$ cat src/rtl/wide_add_seq.sv
// Multi-word add/subtract sequencer: one shared 16-bit adder processes an
// N = 16*WORDS bit operation one limb per cycle, LSB limb first.

module adder16 (
  input  logic [15:0] a,
  input  logic [15:0] b,
  input  logic        cin,
  output logic [15:0] sum,
  output logic        carry
);

  assign {carry, sum} = {1'b0, a} + {1'b0, b} + {16'b0, cin};

endmodule

module wide_add_seq #(
  parameter int WORDS = 4
) (
  input  logic                  clk,
  input  logic                  rst,
  input  logic                  start,
  input  logic                  sub,
  input  logic [16*WORDS-1:0]   a,
  input  logic [16*WORDS-1:0]   b,
  output logic                  busy,
  output logic                  done,
  output logic [16*WORDS-1:0]   result,
  output logic                  carry,
  output logic                  overflow
);

  localparam int N  = 16 * WORDS;
  localparam int IW = $clog2(WORDS);
  localparam logic [IW-1:0] LAST_IDX = IW'(WORDS - 1);

  typedef enum logic {IDLE, RUN} state_t;

  state_t        state;
  logic [IW-1:0] idx;
  logic [N-1:0]  a_reg;
  logic [N-1:0]  b_reg;
  logic          cin_reg;

  logic [15:0]   a_limb;
  logic [15:0]   b_limb;
  logic [15:0]   sum_limb;
  logic          carry_limb;

  assign a_limb = a_reg[16*idx +: 16];
  assign b_limb = b_reg[16*idx +: 16];

  adder16 u_adder (
    .a     (a_limb),
    .b     (b_limb),
    .cin   (cin_reg),
    .sum   (sum_limb),
    .carry (carry_limb)
  );

  // Subtraction is a + ~b + 1: b is inverted at capture and the +1 enters
  // as the initial carry-in, so the same adder path serves both operations.
  always_ff @(posedge clk) begin
    if (rst) begin
      state    <= IDLE;
      idx      <= '0;
      a_reg    <= '0;
      b_reg    <= '0;
      cin_reg  <= 1'b0;
      busy     <= 1'b0;
      done     <= 1'b0;
      result   <= '0;
      carry    <= 1'b0;
      overflow <= 1'b0;
    end else begin
      done <= 1'b0;
      case (state)
        IDLE: begin
          if (start) begin
            a_reg   <= a;
            b_reg   <= sub ? ~b : b;
            cin_reg <= sub;
            result  <= '0;
            idx     <= '0;
            busy    <= 1'b1;
            state   <= RUN;
          end
        end
        RUN: begin
          result[16*idx +: 16] <= sum_limb;
          cin_reg              <= carry_limb;
          idx                  <= idx + IW'(1);
          // Signed overflow is judged on the top limb only: same-sign inputs
          // producing a result of the opposite sign.
          if (idx == LAST_IDX) begin
            carry    <= carry_limb;
            overflow <= (a_limb[15] == b_limb[15]) && (sum_limb[15] != a_limb[15]);
            busy     <= 1'b0;
            done     <= 1'b1;
            state    <= IDLE;
          end
        end
        default: state <= IDLE;
      endcase
    end
  end

endmodule

$ cat config.mk
export PLATFORM = sky130hd
export DESIGN_NAME = wide_add_seq
export DESIGN_NICKNAME = d
export VERILOG_FILES = /design/src/rtl/wide_add_seq.sv
export SDC_FILE = /design/constraint.sdc
export NUM_CORES = 1
export LEC_CHECK = 0
export CORE_MARGIN = 2
export CORE_UTILIZATION = 66
export CTS_BUF_LIST = sky130_fd_sc_hd__clkbuf_8
export DETAILED_ROUTE_END_ITERATION = 10
export DONT_BUFFER_PORTS = 1
export PLACE_DENSITY = 0.82
export SLEW_MARGIN = 0
export SYNTH_ARGS = -nofsm -noshare
export SYNTH_HDL_FRONTEND = slang
export SYNTH_SLANG_ARGS = --single-unit
$ cat constraint.sdc
create_clock -name clk -period 5.55 [get_ports clk]
set_input_delay 0.8325 -clock clk [delete_from_list [all_inputs] [get_ports clk]]
set_output_delay 0.8325 -clock clk [all_outputs]
set_load 0.05 [all_outputs]
==> results_dict.tcl <==
set metrics [dict create \
    yosys_warnings 0 \
    hpwl_um 15430 \
    layout.nets 1054 \
    yosysUniqueCellTypes 52 \
    crit_type "reg -> reg" \
    finalClockSkew_ns 0.01218 \
    antenna_found_initial 0 \
    synthArstFlopShare_pct 0 \
    drive_above_1_share_pct 8.862 \
    worstPathRequired_ns 5.93 \
    cts_buffers 17 \
    crit_family "simple AND/OR/NAND/NOR gates" \
    gp_congestion 1.066 \
    setup_viol 0 \
    clk_latency_ns 0.48 \
    antenna_left 0 \
    synth_fp_nets 1104 \
    p_leak_nw 3.330 \
    hold_viol 0 \
    drtIter0Drc 595 \
    root_buffer "clkbuf_8" \
    overflow 0 \
    clock-sinks 200 \
    ir_worst_vdd_v 0.0001868 \
    via_count 6837 \
    synth_seq_area_share_pct 44.88 \
    clk_path_buf_depth 2 \
    cp-end-kind "register" \
    fin_ws_ns 1.492 \
    timing.final.crit_share_pct 73.12 \
    coreArea_um2 13240 \
    cts-htree-levels 4 \
    io_buffers 0 \
    worst_slew_pin_slew_ns 1.202 \
    synthCells 951 \
    drv_cap 0 \
    tns_ns 0 \
    num_rows 42 \
    synth-edff-count 0 \
    relSlewSlack_pct 19.85 \
    startpoint_type "register" \
    nFillCells 976 \
    grt_pass1_wl_um 32770 \
    max_stage_delay_ns 0.91 \
    crit_fanout 25 \
    die_h_um 120.3 \
    synth_area_um2 8921 \
    hold_buffers 0 \
    rsz0062_at_grt "no" \
    report.final.slew_viol_count 0 \
    grt_pass1_vias 6455 \
    powerDensity_nw_per_um2 324.4 \
    postCtsResizedCells 0 \
    post_cts_buffers 0 \
    synth-seq-cells 200 \
    die_w_um 120.3 \
    grtUsageTotal_pct 29.28 \
    dp_slack_ns 1.534 \
    area_delta_synth_final_pct 4.698 \
    critPathSlowestCell "dfxtp_2" \
    antennaDiodeCount 0 \
    fin_crit_ns 4.058 \
    wirelength_um 21400 \
    hold_class "in -> reg" \
    vias_per_cell 6.272 \
    status "finished clean" \
    tritoncts "yes" \
    ios 200 \
    synth_ff_type "dfxtp_1" \
    drc 0 \
    die_area_um2 14460 \
    max_clock_freq_ghz 0.2464 \
    path_cells "mux4_2 -> fa_1 -> a211oi_1 -> o21ai_2 -> o2111a_1 -> nor4b_1 -> nand2b_1 -> a21oi_1" \
    crit_buf_inv 0 \
    dr.pass1.iters 7 \
    cp_data_arrival_time_ns 4.43 \
    initial_core_util_pct 67.37 \
    clkTransAtPathRegs_ns 0.09 \
    grt_max_degree 184 \
    wire_per_inst_um 19.64 \
    syn_area_per_cell_um2 9.381 \
]
[area by class of cell]
type | instances | area (um2) | area share (%)
clock buffers | 18 | 247.7 | 2.652
repair buffers | 5 | 37.54 | 0.4019
flip-flops and latches | 200 | 4006 | 42.89
inverters | 6 | 22.52 | 0.2411
well taps | 176 | 220.2 | 2.358
multi-input cells | 671 | 4607 | 49.32
clock inverters | 14 | 198.9 | 2.130
[routing by layer]
metal  global-route usage (%)  part of all wire [%]  vias up
met5                        0                     0        -
met4                    15.26                   4.2        0
met3                    7.972                   7.9       78
met2                    48.05                    48      299
met1                    35.32                    40     3204
li1                         -                     -     3256
[layout by cell type (no fill, tap or decap), drive strengths merged, types with 2 or more instances in the layout]
cell type,count
o21ai,15
dfxtp,200
and2,2
xor2,4
nor2b,9
mux4,32
and3,3
a211oi,68
o211ai,6
nand3b,4
a311oi,2
inv,8
nand3,6
clkinv,5
nand2,144
a31oi,3
buf,5
xnor2,73
and4,2
nor3,6
bufinv,4
fa,2
clkinvlp,3
ha,19
nor2,106
or3,2
a22oi,30
nand2b,7
a22o,26
a21o,6
a21oi,79
clkbuf,18
[Yosys cell counts, types with 2 or more instances]
cell / number / area [um2]
nand3_1: 6 / 30.03
nor2b_1: 9 / 56.30
nand2_1: 144 / 540.5
and3_1: 2 / 12.51
and2_1: 2 / 12.51
a311oi_1: 2 / 17.52
a21o_1: 5 / 37.54
xnor2_1: 73 / 639.4
a31oi_1: 3 / 18.77
ha_1: 19 / 237.7
o21ai_0: 12 / 60.06
nand3b_1: 4 / 30.03
a21oi_1: 79 / 395.4
o211ai_1: 5 / 37.54
a211oi_1: 67 / 503.0
and4_1: 2 / 17.52
xor2_1: 4 / 35.03
nor3_1: 6 / 30.03
clkbuf_1: 50 / 187.7
o21ai_2: 2 / 17.52
a22o_1: 26 / 227.7
mux4_2: 32 / 720.7
inv_1: 6 / 22.52
a22oi_1: 30 / 225.2
dfxtp_1: 200 / 4004
buf_2: 15 / 75.07
buf_1: 8 / 30.03
fa_1: 2 / 40.04
nand2b_1: 7 / 43.79
nor2_1: 106 / 397.9
or3_1: 2 / 12.51
[worst paths after layout]
path	startpoint	to	slack, ns	depth (start not counted)
setup / recovery	idx[0]	result[57]	1.49	8
hold / removal	rst	result[57]	0.41	1
setup reg to reg	idx[0]	result[57]	1.49	8
hold reg to reg	a_reg[42]	a_reg[42]	0.46	2
[where the power goes]
| part | total (mW) | switching [mW] | internal (mW) |
|---|---|---|---|
| clock network | 1.02 | 0.510 | 0.505 |
| logic | 0.432 | 0.253 | 0.178 |
| registers | 1.58 | 0.0740 | 1.51 |
| total | 3.03 | 0.838 | 2.19 |
[cells by family (layout without fill, tap and decap cells)]
logic type	count (synthesis)	after routing	synth area share, %
AO/OA/AOI/OAI	244	244	18.75
XOR/XNOR	77	77	7.560
adder cells (fa/ha/maj)	21	21	3.114
buffers and inverters	80	43	3.661
flip-flops	200	200	44.88
multiplexers	33	33	8.191
AND/OR/NAND/NOR	296	296	13.84
[per-stage QoR]
step	utilization, %	hold slack [ns]	power [mW]	instance area [um2]	std cells
3_5_place_dp	67.16	0.4407	2.041	8894	1058
3_3_place_gp	67.16	0.4373	2.016	8894	1058
6_report	70.53	0.4139	3.030	9340	1090
4_1_cts	70.53	0.4120	3.037	9340	1090
5_1_grt	70.53	0.3917	3.143	9340	1090
2_1_floorplan	-	0.4331	1.953	8921	951
Note: power is estimated with default switching activity, not from simulation.
